File: src/rtl/ixu_writeback.sv
// ixu_writeback: result buffer between the IXU execute ALU and the integer register file.
// A small FIFO, Depth entries deep, absorbs register-file write stalls. The youngest buffered
// entry is exposed as a bypass so decode can forward operands that are not yet written back.
// Optional feature: define IXU_WB_PERF_CNT_EN to add the retire_cnt_o retired-op counter.
module ixu_writeback #(
  parameter int unsigned Depth = 2,  // 2 or 4 entries
  parameter int unsigned Xlen  = 32,
  parameter int unsigned RaW   = 5
) (
  input  logic            clk_i,
  input  logic            rst_ni,        // synchronous, active-low
  input  logic            ex_valid_i,
  output logic            ex_ready_o,
  input  logic [Xlen-1:0] ex_result_i,
  input  logic [RaW-1:0]  ex_rd_i,
  input  logic            ex_is_nop_i,
  output logic            rf_we_o,
  input  logic            rf_ready_i,
  output logic [RaW-1:0]  rf_waddr_o,
  output logic [Xlen-1:0] rf_wdata_o,
  output logic            byp_valid_o,
  output logic [RaW-1:0]  byp_rd_o,
`ifdef IXU_WB_PERF_CNT_EN
  output logic [31:0]     retire_cnt_o,
`endif
  output logic [Xlen-1:0] byp_data_o
);

  localparam int unsigned PtrW = $clog2(Depth);
  localparam int unsigned CntW = $clog2(Depth + 1);

  logic [RaW-1:0]  rd_q   [Depth];
  logic [Xlen-1:0] data_q [Depth];

  logic [PtrW-1:0] wr_ptr_q, wr_ptr_d;
  logic [PtrW-1:0] rd_ptr_q, rd_ptr_d;
  logic [PtrW-1:0] young_ptr;
  logic [CntW-1:0] count_q, count_d;

  logic accept;
  logic push;
  logic pop;
  logic x0_retire;

  // Handshake and qualification; ex_ready depends only on registered count.
  always_comb begin
    ex_ready_o = (count_q < CntW'(Depth));
    rf_we_o    = (count_q != '0);
    accept     = ex_valid_i & ex_ready_o;
    // NOPs vanish; x0 writes are dropped but still count as retired work.
    push       = accept & ~ex_is_nop_i & (ex_rd_i != '0);
    x0_retire  = accept & ~ex_is_nop_i & (ex_rd_i == '0);
    pop        = rf_we_o & rf_ready_i;
  end

  // Read-side outputs: head feeds the register file, tail-1 feeds the bypass.
  always_comb begin
    young_ptr   = wr_ptr_q - PtrW'(1);
    rf_waddr_o  = rd_q[rd_ptr_q];
    rf_wdata_o  = data_q[rd_ptr_q];
    byp_valid_o = (count_q != '0);
    byp_rd_o    = rd_q[young_ptr];
    byp_data_o  = data_q[young_ptr];
  end

  // Pointer and occupancy next-state; pointers wrap naturally since Depth is a power of two.
  always_comb begin
    wr_ptr_d = wr_ptr_q;
    rd_ptr_d = rd_ptr_q;
    count_d  = count_q;
    if (push) begin
      wr_ptr_d = wr_ptr_q + PtrW'(1);
    end
    if (pop) begin
      rd_ptr_d = rd_ptr_q + PtrW'(1);
    end
    if (push && !pop) begin
      count_d = count_q + CntW'(1);
    end else if (pop && !push) begin
      count_d = count_q - CntW'(1);
    end
  end

  // FIFO state and storage; reset flushes every entry so nothing stale can be written.
  always_ff @(posedge clk_i) begin
    if (!rst_ni) begin
      wr_ptr_q <= '0;
      rd_ptr_q <= '0;
      count_q  <= '0;
      for (int unsigned i = 0; i < Depth; i++) begin
        rd_q[i]   <= '0;
        data_q[i] <= '0;
      end
    end else begin
      wr_ptr_q <= wr_ptr_d;
      rd_ptr_q <= rd_ptr_d;
      count_q  <= count_d;
      if (push) begin
        rd_q[wr_ptr_q]   <= ex_rd_i;
        data_q[wr_ptr_q] <= ex_result_i;
      end
    end
  end

`ifdef IXU_WB_PERF_CNT_EN
  logic [31:0] retire_cnt_q, retire_cnt_d;

  // Retired ops: each register-file write plus each suppressed x0 write; wraps at 2^32.
  always_comb begin
    retire_cnt_d = retire_cnt_q + 32'(pop) + 32'(x0_retire);
  end

  // Retire counter register.
  always_ff @(posedge clk_i) begin
    if (!rst_ni) begin
      retire_cnt_q <= '0;
    end else begin
      retire_cnt_q <= retire_cnt_d;
    end
  end

  assign retire_cnt_o = retire_cnt_q;
`else
  logic unused_x0_retire;
  assign unused_x0_retire = x0_retire;
`endif

endmodule

File: config.mk
export PLATFORM = sky130hd
export DESIGN_NAME = ixu_writeback
export DESIGN_NICKNAME = d
export VERILOG_FILES = /design/src/rtl/ixu_writeback.sv
export SDC_FILE = /design/constraint.sdc
export NUM_CORES = 1
export LEC_CHECK = 0
export BUFFER_PORTS_ARGS = -buffer_cell sky130_fd_sc_hd__buf_2
export CORE_MARGIN = 1.5
export CORE_UTILIZATION = 55
export DETAILED_ROUTE_END_ITERATION = 6
export PLACE_DENSITY = 0.95
export SYNTH_ARGS = -nofsm -noshare
export SYNTH_HDL_FRONTEND = slang
export SYNTH_SLANG_ARGS = --single-unit
File: constraint.sdc
create_clock -name clk_i -period 10.11 [get_ports clk_i]
set_input_delay 0.5055 -clock clk_i [delete_from_list [all_inputs] [get_ports clk_i]]
set_output_delay 0.5055 -clock clk_i [all_outputs]
set_load 0.005 [all_outputs]
=== Word level (Yosys, flattened, before mapping) ===
Memory sizes are Yosys's and may differ from the RTL's. A register that Yosys moved wholly into a read port is not among the register bits.
Cells that the tools add are included.
W data, S select, Z words.

* Register bits: 4
* Bits in latches: 0
* Bits in writable memories: 74
* Memory bits (read-only): 0
* Bits of input ports: 42
* Output and inout port bits: 77
* Logic and storage cells: 41
* Memories: 2

{| class="wikitable"
|+ Memories
! name !! depth !! width !! rd ports !! clocked after Yosys merged registers in !! write ports !! RTL line !! text
|-
| data_q || 2 || 32 || 2 || 1 || 2 || 33 || <nowiki>logic [Xlen-1:0] data_q [Depth];</nowiki>
|-
| rd_q || 2 || 5 || 2 || 1 || 2 || 32 || <nowiki>logic [RaW-1:0] rd_q [Depth];</nowiki>
|}

* $add $sub $neg: 5
* $mul: 0
* Divide/modulo/power cells: 0
* Magnitude comparators: 1
* Eq/ne operators: 0
* Shift operators: 0
* Multiplexer cells: 16
* Bitwise operators: 5
* Reduce and logical (&&, ||, !) cells: 9

{| class="wikitable"
|+ Operators by type and width
! kind !! count
|-
| $mux W32 || 1
|-
| $reduce_or A32 Y1 || 1
|-
| $mux W1 || 12
|-
| $mux W5 || 1
|-
| $reduce_bool A5 Y1 || 1
|-
| $reduce_or A5 Y1 || 1
|-
| $and A1 B1 Y1 || 4
|-
| $mux W2 || 2
|-
| $reduce_bool A2 Y1 || 2
|-
| $add A1 B1 Y1 const B || 2
|-
| $add A2 B1 Y2 const B || 1
|-
| $logic_and A1 B1 Y1 || 2
|-
| $logic_not A1 Y1 || 2
|-
| $lt A2 B2 Y1 const B || 1
|-
| $sub A2 B1 Y2 const B || 1
|-
| $not A1 Y1 || 1
|-
| $sub A1 B1 Y1 const B || 1
|}

=== Depth between registers and ports, before layout ===
Gate-level depths: netlist (run 1).

* Word-level depth: 9
* Mapped depth: 8
* Mapped depth without buffers: 7

=== Worst setup path before layout (run 1) ===
No wires, ideal clock.

* Kind: input-to-reg
* From: input port ex_is_nop_i
* To: memory data_q[1][0] (enable)
* Library setup time: 0.483 ns
* Arrival: 3.839 ns
* Required time: 9.627 ns
* Setup slack: 5.788 ns
* Cell stages on the path: 4
* Buffers on the path: 1
* Cell sequence: or3b_1 clkbuf_2 a21o_2 o21ai_0

{| class="wikitable"
|+ RTL lines
! what !! RTL line !! text
|-
| start: declaration || 16 || <nowiki>input logic ex_is_nop_i,</nowiki>
|-
| end: declaration || 33 ||
|}

==> results of run 1 <==
-- report_power, final --
part | leakage, nW | switching (mW) | internal (mW)
clock network | 0.103 | 0.115 | 0.139
logic | 1.15 | 0.0895 | 0.143
registers | 0.816 | 0.0496 | 0.398
total | 2.07 | 0.254 | 0.681
-- Yosys cell counts --
cell / instances
o21bai_1: 1
and2_2: 21
xnor2_1: 2
clkbuf_1: 1
ha_1: 1
o21ai_0: 4
a21o_2: 1
or3_2: 1
buf_4: 1
or3b_1: 1
mux2_2: 74
a21boi_0: 1
clkbuf_2: 7
a211oi_2: 2
nor4_1: 1
nor3_1: 2
inv_1: 4
xor2_1: 1
buf_1: 3
nand2_1: 1
dfxtp_1: 5
buf_2: 4
and2_1: 54
or2_2: 1
nand2b_1: 1
nor2_1: 2
edfxtp_1: 74
-- sequential cells by signal, summed over array words and instances, names as in the netlist, named ones only --
signal,count
rd_q,10
wr_ptr_q,1
count_q,2
data_q,64
rd_ptr_q,1
-- stage by stage --
stage          hold WS (ns)  instance area (um2)  worst slack (ns)
2_1_floorplan        0.4905                 3908             5.788
3_3_place_gp         0.5138                 4596             7.302
3_5_place_dp         0.5608                 4596             7.191
4_1_cts              0.4370                 4816             7.335
5_1_grt              0.4292                 4816             7.152
6_report             0.4477                 4816             7.403
-- worst max-delay path: cells and delay by family (launching register included) --
kind	cells	cell delay [ns]
simple gates	2	0.57
compound gates	1	0.99
flops	1	1.00
-- kinds of logic (layout without fill, tap and decap cells) --
family | count (synthesis) | count (layout) | synth area share (%)
adder cells (fa/ha/maj) | 1 | 1 | 0.3202
XOR/XNOR | 3 | 3 | 0.6726
buffers and inverters | 20 | 140 | 2.369
multiplexers | 74 | 74 | 21.33
AND/OR/NAND/NOR | 85 | 85 | 14.12
flip-flops | 79 | 79 | 59.43
AO/OA/AOI/OAI | 9 | 9 | 1.761
-- final timing paths --
kind	from	end	slack [ns]	cells after the start
setup reg to reg	wr_ptr_q	data_q[1][24]	7.40	3
setup / recovery	wr_ptr_q	data_q[1][24]	7.40	3
hold reg to reg	count_q[1]	count_q[1]	0.57	2
hold / removal	ex_result_i[8]	data_q[1][8]	0.45	2
-- final cells by class --
type	instances	area share, %
sequential	79	48.27
multi-input combinational	172	31.77
timing repair buffer	120	12.57
clock buffer	9	2.572
tap	96	2.494
clock inverter	7	2.001
inverter	4	0.3118
-- per-layer routing --
metal / vias up / part of all wire (%) / global-route usage, %
met1: 1210 / 39 / 21.73
met3: 15 / 4.3 / 4.076
met4: 0 / 2.0 / 10.25
met5: - / 0 / 0
met2: 79 / 55 / 39.09
li1: 1201 / - / -
==> run_results.csv, run 1 <==
group,metric,value,unit
routing,vias,2505,
synth,yosysTopAreaCell,"edfxtp_1",
run,maxCapViolCount,0,
worst_setup_path,critPathMaxStageDelay,1.00,ns
place,portBuffers,118,
grt,grt_max_degree,42,
synth,ys_ff_latch,79,
worst_setup_path,path_class,"flop to flop",
final_layout,fin_nets,429,
run_status,outcome,"complete, no violations",
grt,grt_overflow_total,0,
timing,skew,0.006057,ns
synth,synthCells,271,
cts,clkSinkCount,79,
worst_setup_path,slowest_stage,"dfxtp_2",
routing,routed_wl,7627,um
grt,grt_pass1_wl,11810,um
timing,final.setup.tns,0,ns
timing,final_max_slew_viol_count,0,
synth,postSynthNetCount,314,
floorplanning,start_util,57.20,%
timing,relSlewSlack,22.10,%
timing,rsz0062_at_grt,"false",
worst_setup_path,cp.arrival,2.91,ns
grt,antenna_found_initial,0,
place,dpl.cell_count,471,
power,finalPower,0.9350,mW
final_layout,fillCellCount,493,
power,p_per_area,194.2,mW/mm2
power,p_leak,2.070,nW
synth,yosys_warnings,0,
routing,drtAntennaViolNets,0,
timing,final_hold_viol_count,0,
cts,clk_path_buf_depth,2,
floorplanning,die-area,0.007620,mm2
timing,post-route-min-period,2.707,ns
timing,tightest_slew,1.165,ns
final_layout,ff_latch_area,0.002325,mm2
final_layout,postLayoutCoreUtil,70.49,%
worst_setup_path,critPathMaxFanout,41,
final_layout,multi_input_comb_area,0.001530,mm2
routing,first_pass_iters,4,
final_layout,layout_commonest_cell,"buf_2",
routing,drc,0,
grt,grt_pass1_vias,2638,
cts,clk_pin_slew,0.08,ns
worst_setup_path,path_cells,"nand2_1 -> a211oi_4 -> and2_1",
cts,post_cts_resized,0,
place,place.gp.congestion,0.7110,
cts,cts_made_buffers,9,
synth,syn_area,0.003907,mm2
power,peakVddDrop,108.1,uV
worst_setup_path,cp-end-kind,"flop",
final_layout,diodes,0,
cts,post_cts_buffers,0,
timing,fin_crit_sh,26.78,%
place,dp.final_hpwl,5038,um
cts,hold_buffers,0,
floorplanning,core_area,0.006832,mm2
floorplanning,io_pins,119,
final_layout,drive_above_1_share,61.13,%
cts,root_buffer,"clkbuf_8",
timing,finalSetupViolCount,0,
synth,synth_top_area_share,56.87,%
synth,syn_avg_cell_area,14.42,um2
cts,h-tree-depth,3,
worst_setup_path,cp-start-kind,"flop",
routing,routedWlPerCell,15.66,um
synth,synth_cell_type_count,27,
floorplanning,die_y,87.29,um
cts,worst_skew_pair.late_latency,0.34,ns
cts,cts_tree,"yes",
final_layout,stdcell_count,487,
grt,grt_util_all_layers,20.74,%
final_layout,synthToLayoutAreaGrowth,23.25,%
routing,vias_per_cell,5.144,
worst_setup_path,required,10.31,ns
final_layout,layout_common_cells,"buf_2, mux2_2, edfxtp_1",
synth,netlist_top_cells_area,"edfxtp_1, mux2_2, and2_1",
floorplanning,rows,30,
timing,clock.fmax,0.3694,GHz
synth,ys_seq_area_share,59.43,%
floorplanning,dieWidth,87.29,um
routing,drt_iter0_markers,83,
worst_hold_path,hold_class,"input pin to flop",
Note: power is estimated with default switching activity, not from simulation.
==> run 2: changes to the inputs <==
--- a/config.mk
+++ b/config.mk
@@ -5,11 +5,12 @@
 export SDC_FILE = /design/constraint.sdc
 export NUM_CORES = 1
 export LEC_CHECK = 0
+export ABC_AREA = 1
 export BUFFER_PORTS_ARGS = -buffer_cell sky130_fd_sc_hd__buf_2
 export CORE_MARGIN = 1.5
-export CORE_UTILIZATION = 55
+export CORE_UTILIZATION = 51
 export DETAILED_ROUTE_END_ITERATION = 6
-export PLACE_DENSITY = 0.95
+export PLACE_DENSITY = 0.89
 export SYNTH_ARGS = -nofsm -noshare
 export SYNTH_HDL_FRONTEND = slang
 export SYNTH_SLANG_ARGS = --single-unit
==> constraint.sdc (replaced) <==
create_clock -name clk_i -period 2.7 [get_ports clk_i]
set_input_delay 0.135 -clock clk_i [delete_from_list [all_inputs] [get_ports clk_i]]
set_output_delay 0.135 -clock clk_i [all_outputs]
set_load 0.005 [all_outputs]
==> run 2 against run 1 <==
  * Clock skew barely moved
  * Register-to-register slack got worse by 6.5 ns
  * Hold slack got worse by 0.36 ns
  * Critical path depth rose by 1
  * First-iteration DRC count rose by 120%
  * Flip-flop and latch count did not move
  * Power rose to 3.2 times the previous value
  * Non-clock buffer count rose by 4
  * Clock power rose to 3.6 times the previous value
  * Critical endpoint is now rf_wdata_o[17]
  * Largest cell class unchanged
  * Largest power group unchanged
==> run_results.csv, run 2 <==
group,metric,value,unit
run_status,outcome,"complete, no violations",
routing,vias,3126,
timing,hold_ws,0.08325,ns
worst_setup_path,required,2.57,ns
synth,yosysTopAreaCell,"edfxtp_1",
cts,hold_buffers,0,
worst_setup_path,critPathMaxFanout,54,
synth,synth_ff_type,"edfxtp_1",
final_layout,layout_common_cells,"buf_2, nand2_1, inv_1",
final_layout,synthToLayoutAreaGrowth,21.78,%
worst_setup_path,ff2ff_path_depth,6,
timing,relSlewSlack,41.08,%
routing,vias_per_cell,4.809,
floorplanning,start_util,53.05,%
worst_setup_path,cp.arrival,1.90,ns
cts,cts_made_buffers,9,
grt,antenna_found_initial,0,
place,place_ws,0.9494,ns
routing,drt_iter0_markers,185,
worst_setup_path,rr_startpoint,"count_q[1]",
power,p_per_area,641.3,mW/mm2
timing,fin_crit_sh,75.49,%
floorplanning,io_pins,119,
cts,clkSinkCount,79,
worst_setup_path,cp-end-kind,"output pin",
cts,root_buffer,"clkbuf_8",
power,peakVddDrop,302.6,uV
grt,grt_pass1_vias,3047,
timing,final_hold_viol_count,0,
floorplanning,dieWidth,90.32,um
grt,grt_util_all_layers,20.41,%
synth,yosys_warnings,0,
cts,post_cts_buffers,0,
synth,yosysMostFrequentCell,"nand2_1",
cts,post_cts_resized,0,
synth,synthCells,435,
floorplanning,core_area,0.007331,mm2
synth,synth_top_area_share,57.14,%
place,dp.final_hpwl,5603,um
cts,clk_pin_slew,0.08,ns
routing,drtAntennaViolNets,0,
cts,cts_tree,"yes",
grt,grt_pass1_wl,13340,um
floorplanning,die_y,90.32,um
final_layout,largestRegisters,"data_q (64), rd_q (10), count_q (2)",
synth,netlist_top_cells_area,"edfxtp_1, o21ai_0, nand2_1",
final_layout,fin_nets,589,
power,seqPwrFrac,49.9,%
synth,synth_common_cells,"nand2_1, inv_1, edfxtp_1, nor2_1, o21ai_0",
floorplanning,die-area,0.008158,mm2
timing,final.setup.tns,0,ns
cts,clk_path_buf_depth,2,
floorplanning,rows,31,
grt,grt_overflow_total,0,
synth,ys_ff_latch,79,
final_layout,layout_commonest_cell,"buf_2",
worst_setup_path,timing.rr.end,"data_q[1][23]",
worst_setup_path,path_class,"flop to output pin",
routing,drc,0,
place,portBuffers,118,
timing,skew,0.005922,ns
timing,final_max_slew_viol_count,0,
worst_setup_path,reg2reg_slack,0.94,ns
timing,clock.fmax,0.4906,GHz
worst_hold_path,hold_class,"input pin to flop",
power,p_sw,0.8409,mW
timing,tightest_slew,0.8838,ns
power,combPwrFrac,19.5,%
final_layout,drive_above_1_share,27.95,%
worst_setup_path,critPathMaxStageDelay,0.91,ns
place,place_area,0.004523,mm2
routing,first_pass_iters,4,
grt,grt_max_degree,71,
final_layout,fin_area,0.004736,mm2
worst_setup_path,slowest_stage,"dfxtp_2",
cts,worst_skew_pair.late_latency,0.33,ns
final_layout,largest_register_ffs,64,
routing,routed_wl,8076,um
synth,synth_cell_type_count,19,
power,clockPowerShare,30.6,%
synth,async_flop_share,0,%
power,internal_power,2.196,mW
timing,post-route-min-period,2.038,ns
synth,postSynthNetCount,478,
worst_setup_path,crit_path_end,"rf_wdata_o[17]",
timing,finalSetupViolCount,0,
timing,rsz0062_at_grt,"false",
synth,syn_area,0.003889,mm2
run,maxCapViolCount,0,
final_layout,diodes,0,
power,switching_share,27.69,%
synth,ys_seq_area_share,59.72,%
routing,routedWlPerCell,12.42,um
final_layout,top_register,"data_q",
synth,synth_edf_count,74,
power,p_leak,2.267,nW
worst_setup_path,cp-start-kind,"flop",
final_layout,fillCellCount,614,
cts,h-tree-depth,3,
timing,fin_ws,0.6617,ns
worst_setup_path,path_cells,"buf_4 -> nand2_1 -> o21ai_0 -> buf_2",
synth,syn_avg_cell_area,8.940,um2
place,place.gp.congestion,0.7817,
==> run 2: worst min-delay path by stage <==
stage / startpoint / endpoint / slack (ns) / cells after the start
floorplan: rst_ni / count_q[1] / 0.26 / 2
global placement: rf_ready_i / rd_ptr_q / 0.41 / 3
detailed placement: rf_ready_i / flop / 0.43 / 3
CTS: rf_ready_i / flop / 0.07 / 3
global route: rf_ready_i / flop / 0.09 / 3
finish: rf_ready_i / rd_ptr_q / 0.08 / 3
==> run 2: worst max-delay path: cells and delay by family, from the launching register on <==
family | cells | cell delay (ns)
flops | 1 | 0.91
buf+inv | 2 | 0.48
compound gates | 1 | 0.08
simple gates | 1 | 0.06
==> run 2: layout make-up <==
class | instances | area, um2 | area share (%)
tap | 99 | 123.9 | 2.616
multi-input combinational | 251 | 1136 | 23.99
sequential | 79 | 2323 | 49.06
clock inverter | 6 | 85.08 | 1.797
inverter | 81 | 304.0 | 6.420
timing repair buffer | 124 | 635.6 | 13.42
clock buffer | 10 | 127.6 | 2.695
==> run 2: power groups by stage <==
stage | clock network (mW) | registers, mW | logic [mW]
after floorplan | 0 | 1.49 | 0.382
after global placement | 0 | 1.54 | 0.571
after detailed placement | 0 | 1.54 | 0.594
after CTS | 0.943 | 1.51 | 0.597
after global routing | 0.988 | 1.53 | 0.672
final | 0.930 | 1.51 | 0.593
==> run 2: kinds of logic after synthesis <==
family,synth area share [%]
compound gates,10.04
fa+ha+maj,0.3217
buf+inv,11.33
flops,59.72
simple gates,18.60
==> run 2: per-layer routing <==
layer	wire length (um)	track usage [%]	part of all wire [%]	vias up
li1	-	-	-	1586
met2	4091	36.17	51	126
met3	483	2.694	6.0	6
met5	0	0	0	-
met1	3421	24.97	42	1408
met4	79	8.730	0.98	0
==> run 2: stage by stage <==
| step | cells | power [mW] | utilization, % |
|---|---|---|---|
| floorplan | 435 | 1.870 | - |
| global placement | 634 | 2.107 | 61.70 |
| detailed placement | 634 | 2.136 | 61.70 |
| CTS | 650 | 3.054 | 64.60 |
| global route | 650 | 3.190 | 64.60 |
| finish | 650 | 3.037 | 64.60 |
